**src/rtl/axil_regfile.sv**
```systemverilog
// axil_regfile: AXI4-Lite slave over a byte-strobed register array with per-register commit pulses.
// Define AXIL_REGFILE_ADDR_CHECK_EN to answer out-of-range accesses with SLVERR instead of aliasing.
module axil_regfile #(
    parameter int DATA_W = 32,
    parameter int ADDR_W = 32,
    parameter int DEPTH  = 16
) (
    input  logic                    clk,
    input  logic                    rst,
    input  logic                    AWVALID,
    output logic                    AwREADY,
    input  logic [ADDR_W-1:0]       AWADDR,
    input  logic [2:0]              AWPROT,
    input  logic                    WVALID,
    output logic                    WREADY,
    input  logic [DATA_W-1:0]       WDATA,
    input  logic [DATA_W/8-1:0]     WSTRB,
    output logic                    BVALID,
    input  logic                    BREADY,
    output logic [1:0]              BRESP,
    input  logic                    ARVALID,
    output logic                    ARREADY,
    input  logic [ADDR_W-1:0]       ARADDR,
    input  logic [2:0]              ARPROT,
    output logic                    RVALID,
    input  logic                    RREADY,
    output logic [DATA_W-1:0]       RDATA,
    output logic [1:0]              RRESP,
    output logic [DEPTH*DATA_W-1:0] reg_out,
    output logic [DEPTH-1:0]        wr_pulse
);
    localparam int SW  = DATA_W / 8;
    localparam int OFS = $clog2(SW);
    localparam int IW  = $clog2(DEPTH);
`ifdef AXIL_REGFILE_ADDR_CHECK_EN
    localparam bit CHK = 1'b1;
`else
    localparam bit CHK = 1'b0;
`endif

    function automatic logic [IW-1:0] idx_of(input logic [ADDR_W-1:0] a);
        return a[OFS +: IW];
    endfunction

    function automatic logic oor_of(input logic [ADDR_W-1:0] a);
        return CHK && (|(a >> (OFS + IW)));
    endfunction

    logic              aw_held_q, aw_held_d, w_held_q, w_held_d, rdy_q;
    logic [ADDR_W-1:0] aw_addr_q, aw_addr_d;
    logic [DATA_W-1:0] w_data_q, w_data_d;
    logic [SW-1:0]     w_strb_q, w_strb_d;
    logic              bvalid_q, bvalid_d, rvalid_q, rvalid_d;
    logic [1:0]        bresp_q, bresp_d, rresp_q, rresp_d;
    logic [DATA_W-1:0] rdata_q, rdata_d;
    logic [DATA_W-1:0] regs_q [DEPTH];
    logic [DATA_W-1:0] regs_d [DEPTH];
    logic [DEPTH-1:0]  pulse_q, pulse_d;
    logic              aw_hs, w_hs, ar_hs, commit, w_oor;
    logic [ADDR_W-1:0] w_addr;
    logic [DATA_W-1:0] w_data;
    logic [SW-1:0]     w_strb;
    logic [IW-1:0]     w_idx;
    logic              unused;

    // rdy_q keeps the READY outputs low until the first edge after reset release
    assign AwREADY  = rdy_q && !aw_held_q && !bvalid_q;
    assign WREADY   = rdy_q && !w_held_q && !bvalid_q;
    assign ARREADY  = rdy_q && !rvalid_q;
    assign BVALID   = bvalid_q;
    assign BRESP    = bresp_q;
    assign RVALID   = rvalid_q;
    assign RDATA    = rdata_q;
    assign RRESP    = rresp_q;
    assign wr_pulse = pulse_q;
    assign unused   = ^{AWPROT, ARPROT};

    assign aw_hs  = AWVALID && AwREADY;
    assign w_hs   = WVALID && WREADY;
    assign ar_hs  = ARVALID && ARREADY;
    assign commit = (aw_held_q || aw_hs) && (w_held_q || w_hs);
    assign w_addr = aw_held_q ? aw_addr_q : AWADDR;
    assign w_data = w_held_q ? w_data_q : WDATA;
    assign w_strb = w_held_q ? w_strb_q : WSTRB;
    assign w_idx  = idx_of(w_addr);
    assign w_oor  = oor_of(w_addr);

    for (genvar i = 0; i < DEPTH; i++) begin : g_out
        assign reg_out[i*DATA_W +: DATA_W] = regs_q[i];
    end

    always_comb begin
        aw_held_d = commit ? 1'b0 : aw_hs ? 1'b1 : aw_held_q;
        w_held_d  = commit ? 1'b0 : w_hs ? 1'b1 : w_held_q;
        aw_addr_d = aw_hs ? AWADDR : aw_addr_q;
        w_data_d  = w_hs ? WDATA : w_data_q;
        w_strb_d  = w_hs ? WSTRB : w_strb_q;
        bvalid_d  = commit || (bvalid_q && !BREADY);
        bresp_d   = commit ? (w_oor ? 2'b10 : 2'b00) : bresp_q;
        rvalid_d  = ar_hs || (rvalid_q && !RREADY);
        rresp_d   = ar_hs ? (oor_of(ARADDR) ? 2'b10 : 2'b00) : rresp_q;
        rdata_d   = ar_hs ? (oor_of(ARADDR) ? '0 : regs_q[idx_of(ARADDR)]) : rdata_q;
        regs_d    = regs_q;
        pulse_d   = '0;
        if (commit && !w_oor) begin
            for (int k = 0; k < SW; k++)
                if (w_strb[k]) regs_d[w_idx][8*k +: 8] = w_data[8*k +: 8];
            pulse_d[w_idx] = |w_strb;
        end
    end

    always_ff @(posedge clk or negedge rst) begin
        if (!rst) begin
            rdy_q     <= 1'b0;
            aw_held_q <= 1'b0;
            w_held_q  <= 1'b0;
            aw_addr_q <= '0;
            w_data_q  <= '0;
            w_strb_q  <= '0;
            bvalid_q  <= 1'b0;
            bresp_q   <= 2'b00;
            rvalid_q  <= 1'b0;
            rresp_q   <= 2'b00;
            rdata_q   <= '0;
            pulse_q   <= '0;
            for (int i = 0; i < DEPTH; i++) regs_q[i] <= '0;
        end else begin
            rdy_q     <= 1'b1;
            aw_held_q <= aw_held_d;
            w_held_q  <= w_held_d;
            aw_addr_q <= aw_addr_d;
            w_data_q  <= w_data_d;
            w_strb_q  <= w_strb_d;
            bvalid_q  <= bvalid_d;
            bresp_q   <= bresp_d;
            rvalid_q  <= rvalid_d;
            rresp_q   <= rresp_d;
            rdata_q   <= rdata_d;
            pulse_q   <= pulse_d;
            regs_q    <= regs_d;
        end
    end
endmodule

```
**config.mk**
```make
export PLATFORM = sky130hd
export DESIGN_NAME = axil_regfile
export DESIGN_NICKNAME = d
export VERILOG_FILES = /design/src/rtl/axil_regfile.sv
export SDC_FILE = /design/constraint.sdc
export NUM_CORES = 1
export LEC_CHECK = 0
export BUFFER_PORTS_ARGS = -buffer_cell sky130_fd_sc_hd__buf_2
export CORE_AREA = 2 2 263 265
export CTS_BUF_LIST = sky130_fd_sc_hd__clkbuf_4 sky130_fd_sc_hd__clkbuf_8 sky130_fd_sc_hd__clkbuf_16
export DETAILED_ROUTE_END_ITERATION = 10
export DIE_AREA = 0 0 265 267
export GPL_TIMING_DRIVEN = 0
export PLACE_DENSITY = 0.65
export REMOVE_ABC_BUFFERS = 1
export SLEW_MARGIN = 20
export SYNTH_ARGS = -nofsm -noshare
export SYNTH_HDL_FRONTEND = slang
export SYNTH_SLANG_ARGS = --single-unit
```
**constraint.sdc**
```tcl
create_clock -name clk -period 2.11 [get_ports clk]
set_input_delay 0.211 -clock clk [delete_from_list [all_inputs] [get_ports clk]]
set_output_delay 0.211 -clock clk [all_outputs]
set_load 0.02 [all_outputs]
```
==> results of run 1 <==
-- worst max-delay path, cell delays in order (launching register included) --
cell      delay, ps
dfrtp_2         460
or3b_4          380
a222oi_1        430
buf_4           220
buf_6           120
buf_8           120
nand3_4         190
mux2_4          370
-- metrics by stage --
stage / total power, mW / cell area (um2) / TNS, ps
after floorplan: 33.3 / 26500 / -751470
after global placement: 42.2 / 30700 / -9659840
after detailed placement: 43.1 / 31300 / -576500
after CTS: 58.1 / 36100 / -91650
after global routing: 61.0 / 36800 / -115460
final: 58.6 / 36800 / -87810
-- kinds of logic after synthesis --
group / count (synthesis) / share of synthesized area
muxes: 784 / 0.379
and+or+nand+nor: 130 / 0.0239
AOI/OAI and AO/OA: 77 / 0.0190
DFF: 605 / 0.561
buffers and inverters: 110 / 0.0167
other: 2 / 0.000278
-- layout make-up --
cell class                      count  share of cell area
Inverter                            5            0.000611
Sequential cell                   605               0.411
Tap cell                          882              0.0299
Multi-Input combinational cell    996               0.343
Timing Repair Buffer              798               0.149
Clock buffer                       90              0.0543
Antenna cell                        2            0.000136
Clock inverter                     29              0.0124
-- per-layer routing --
metal / vias to the layer above / wire length (um) / global-route usage
met5: - / 53 / 0
met4: 8 / 3510 / 0.106
met3: 199 / 5650 / 0.0549
met2: 686 / 48200 / 0.449
met1: 10200 / 38000 / 0.335
li1: 8001 / - / -
-- repair_timing --
item	CTS	global route
cloned	1	0
gates resized for setup	232	65
setup buffers	62	48
endpoints found under the setup margin	552	536
endpoints found under the hold margin	251	167
pin swaps	28	27
-- worst paths after layout --
kind | from | end | slack [ps]
setup / recovery | aw_held_q | reg_out[292] | -320
hold / removal | rst | reg_out[238] | -210
hold reg to reg | RDATA[13] | RDATA[13] | 490
setup reg to reg | aw_held_q | reg_out[292] | -320
min in group clk | AWADDR[4] | aw_addr_q[4] | -90
max in group asynchronous | rst | reg_out[416] | 330
-- where the power goes --
part	leakage (nW)	internal (mW)	switching, mW
logic	8.78	10.7	14.6
clock network	1.21	7.85	5.09
registers	7.77	16.5	3.84
-- sequential cells by signal, indices dropped and copies added, names as in the netlist --
signal / flops
w_data_q: 32
rdy_q: 1
RDATA: 32
RVALID: 1
wr_pulse: 16
aw_addr_q: 4
w_strb_q: 4
w_held_q: 1
BVALID: 1
aw_held_q: 1
reg_out: 512
-- cell usage in the layout, fill, tap and decap left out, types with 4 or more instances in the layout --
cell,instances
bufinv_16,9
mux2_4,24
nand3b_1,7
buf_2,612
o221ai_1,10
buf_16,18
buf_8,10
mux2i_4,4
dfrtp_1,603
inv_1,4
clkbuf_4,6
nor2_1,11
clkbuf_16,71
a222oi_1,5
buf_4,59
o21ai_0,23
dlygate4sd3_1,42
buf_12,29
mux4_2,128
nand2_1,22
and3_1,8
clkbuf_8,13
clkinvlp_4,6
a21oi_4,11
buf_6,27
or3b_4,5
mux2i_1,42
a22oi_1,22
nand2_8,30
nand3_4,34
clkinv_2,9
conb_1,5
mux2_2,586
==> flow_metrics.tcl, run 1 <==
set metrics [dict create \
    setup_ws_ps -318 \
    drt_first_pass_iters 5 \
    cts_buffer_depth 3 \
    dp.cells 3135 \
    fin_nets 2588 \
    synth_area_leaders "dfrtp_1 56%, mux2_2 25%, mux4_2 11%" \
    rows 96 \
    yosysUniqueCellTypes 34 \
    leakagePower_nw 17.8 \
    finalCriticalPeriod_ps 2430 \
    nFillCells 5625 \
    cts_tree "done" \
    cap_violations 0 \
    clk-insertion-delay-late_ps 610 \
    area_growth_pct 36.6 \
    cts-buffers-inserted 69 \
    period_share 1.15 \
    max_freq_mhz 412 \
    grt_overflow 0 \
    ys_top_cells_by_count "606 x mux2_2, 605 x dfrtp_1, 128 x mux4_2" \
    skew_ps 23.7 \
    vias_per_cell 5.61 \
    yosysMostFrequentCell "mux2_2" \
    syn-cell-area_um2 27000 \
    status "complete, but fails checks" \
    tightest_slew_ps 698 \
    p_per_area_nw_per_um2 1590 \
    remaining_drc_errors 0 \
    initial_core_util 0.397 \
    reg2reg_depth 7 \
    hpwl_mm 64.9 \
    vias 19100 \
    syn_area_per_cell_um2 15.8 \
    drt-initial-drc-count 1320 \
    antenna_found_initial 6 \
    io_buffers 615 \
    critical_path_peak_fanout 8 \
    endpoint_kind "flip-flop" \
    htreeDepth 3 \
    fin_util 0.542 \
    grt_pass1_wl_mm 138 \
    clock_sinks 605 \
    hold_viol_final 167 \
    violations "negative hold slack, negative setup slack" \
    ys_async_sr_fraction 1.00 \
    synth_edf_count 0 \
    root_buffer "clkbuf_16" \
    seq_area_frac_synth 0.561 \
    final_layout_size_suffix_gt1_frac 0.678 \
    syn-instance-count 1708 \
    antenna_left 0 \
    relSlewSlack 0.535 \
    fp.dieH_um 267 \
    yosys_register_bits 605 \
    coreArea_um2 68000 \
    die_area_um2 70800 \
    multiInputGateArea_um2 12600 \
    track_usage 0.266 \
    io_pins 682 \
    place_congestion 0.828 \
    regArea_um2 15100 \
    hold_path_class "in -> async" \
    irDropWorstVdd_mv 0.769 \
    start_kind "flip-flop" \
    path_class "reg -> reg" \
    pre_cts_ws_ps -1550 \
    stdcell_count 3407 \
    drv_slew 0 \
    postCtsHoldBufs 47 \
    wire_per_inst_um 28.0 \
    routed_wl_mm 95.5 \
    finalSetupViolations 443 \
    synthFlopType "dfrtp_1" \
    path_clk_slew_ps 60 \
    chipWidth_um 265 \
    yosysWarnings 0 \
    rsz0062_at_grt "true" \
    yosysTopAreaCell "dfrtp_1" \
    synth_top_area_frac 0.561 \
    grt_start_max_net_pins 104 \
    required_ps 2590 \
    holdWs_ps -213 \
    cp_data_arrival_time_ps 2910 \
    grt_pass1_vias 19900 \
]
(Power assumes the default switching activity.)
==> run 2: changes to the inputs <==
Settings changed: SKIP_LAST_GASP from default to 1.
==> flow_metrics.tcl, run 2 (synthesis gave the netlist of run 1 again) <==
set metrics [dict create \
    comb_power_share 0.432 \
    vias_per_cell 5.62 \
    p_seq_frac 0.348 \
    relSlewSlack 0.540 \
    grt_pass1_vias 19900 \
    finalCriticalPeriod_ps 2430 \
    irDropWorstVdd_mv 0.768 \
    status "complete, but fails checks" \
    cts_buffer_depth 3 \
    postCtsHoldBufs 47 \
    grt_pass1_wl_mm 139 \
    tightest_slew_ps 690 \
    io_buffers 615 \
    hold_viol_final 167 \
    endpoint_kind "flip-flop" \
    initial_core_util 0.397 \
    required_ps 2590 \
    nFillCells 5623 \
    track_usage 0.266 \
    cp_slowest_stage_delay_ps 460 \
    period_share 1.15 \
    largest_reg_flops 512 \
    power_mw 58.6 \
    crit_top_cell "buf_12" \
    fp.dieH_um 267 \
    stdcell_count 3412 \
    dp.cells 3135 \
    path_buf_inv 3 \
    antenna_found_initial 5 \
    swShare 0.401 \
    clk-insertion-delay-late_ps 610 \
    grt_overflow 0 \
    rsz0062_at_grt "true" \
    drv_slew 0 \
    grt_start_max_net_pins 104 \
    root_buffer "clkbuf_16" \
    path_class "reg -> reg" \
    p_int_mw 35.1 \
    path_clk_slew_ps 60 \
    leakagePower_nw 17.8 \
    coreArea_um2 68000 \
    clock_sinks 605 \
    routed_wl_mm 95.5 \
    fin_nets 2594 \
    wire_per_inst_um 28.0 \
    die_area_um2 70800 \
    cts-buffers-inserted 69 \
    start_kind "flip-flop" \
    p_switching_mw 23.5 \
    cp_data_arrival_time_ps 2910 \
    crit_slowest_cell "dfrtp_2" \
    layout_common_cells "612 x buf_2, 603 x dfrtp_1, 584 x mux2_2, 128 x mux4_2, 71 x clkbuf_16" \
    critical_path_peak_fanout 8 \
    area_growth_pct 36.8 \
    drt-initial-drc-count 1295 \
    hold_path_class "in -> async" \
    rows 96 \
    finalSetupViolations 441 \
    vias 19200 \
    p_per_area_nw_per_um2 1590 \
    crit_chain "or3b_4 > a222oi_1 > buf_4 > buf_12 > buf_12 > nand3_4 > mux2_4" \
    max_freq_mhz 412 \
    place_congestion 0.828 \
    holdWs_ps -205 \
    htreeDepth 3 \
    crit_family "simple AND/OR/NAND/NOR gates" \
    cts_tree "done" \
    skew_ps 18.9 \
    fin_util 0.543 \
    cap_violations 0 \
    setup_ws_ps -315 \
    io_pins 682 \
    remaining_drc_errors 0 \
    violations "negative hold slack, negative setup slack" \
    final_common_cell "buf_2" \
    p_clk_frac 0.221 \
    final_layout_size_suffix_gt1_frac 0.679 \
    chipWidth_um 265 \
    antenna_left 0 \
    hpwl_mm 64.9 \
    drt_first_pass_iters 5 \
]
-- run 2: path summary, 6_finish.rpt --
path / end / from / slack [ps] / cells after the start
min: reg_out[238] / rst / -210 / 4
max in group asynchronous: reg_out[485] / rst / 370 / 8
max reg2reg: reg_out[182] / aw_held_q / -320 / 7
max: reg_out[182] / aw_held_q / -320 / 7
min in group clk: aw_addr_q[4] / AWADDR[4] / -80 / 2
min reg2reg: RDATA[13] / RDATA[13] / 490 / 2
-- run 2: worst min-delay path, delay by kind of cell --
kind                   cells  cell delay, ps
buffers and inverters      4             610
-- run 2: final cells by class --
| type | count | area, um2 | area share |
|---|---|---|---|
| clock inverter | 29 | 457 | 0.0124 |
| multi-input combinational | 996 | 12600 | 0.342 |
| timing repair buffer | 804 | 5540 | 0.150 |
| antenna | 1 | 2.50 | 0.0000678 |
| tap | 882 | 1100 | 0.0299 |
| clock buffer | 90 | 2000 | 0.0542 |
| inverter | 5 | 22.5 | 0.000611 |
| sequential | 605 | 15100 | 0.411 |
-- run 2: metal layers --
| layer | track usage | wire length (um) | up-vias |
|---|---|---|---|
| met4 | 0.0959 | 3140 | 8 |
| met5 | 0 | 53 | - |
| li1 | - | - | 8014 |
| met2 | 0.454 | 48800 | 667 |
| met3 | 0.0510 | 5550 | 191 |
| met1 | 0.338 | 38000 | 10300 |
-- run 2: stage by stage --
step	hold WS, ps	instance area (um2)	worst slack (ps)	TNS [ps]
finish	-205	36900	-315	-84280
global route	-181	36900	-387	-114020
CTS	-192	36100	-339	-95580
detailed placement	130	31300	-1550	-576500
global placement	407	30700	-11410	-9659840
floorplan	-84.6	26500	-1640	-751470
-- run 2: power groups by stage --
stage                     combinational [mW]  clock (mW)  sequential [mW]
after global placement                  22.0           0             20.2
after global routing                    26.4        13.7             21.0
final                                   25.3        12.9             20.4
after detailed placement                22.6           0             20.4
after floorplan                         8.13           0             25.1
after CTS                               24.6        13.1             20.2
-- run 2: timing repair --
action,CTS,global route
hold endpoints to repair,251,167
resized for setup,223,75
pin swaps,22,30
buffers inserted,62,54
cloned,1,0
setup endpoints to repair,552,521
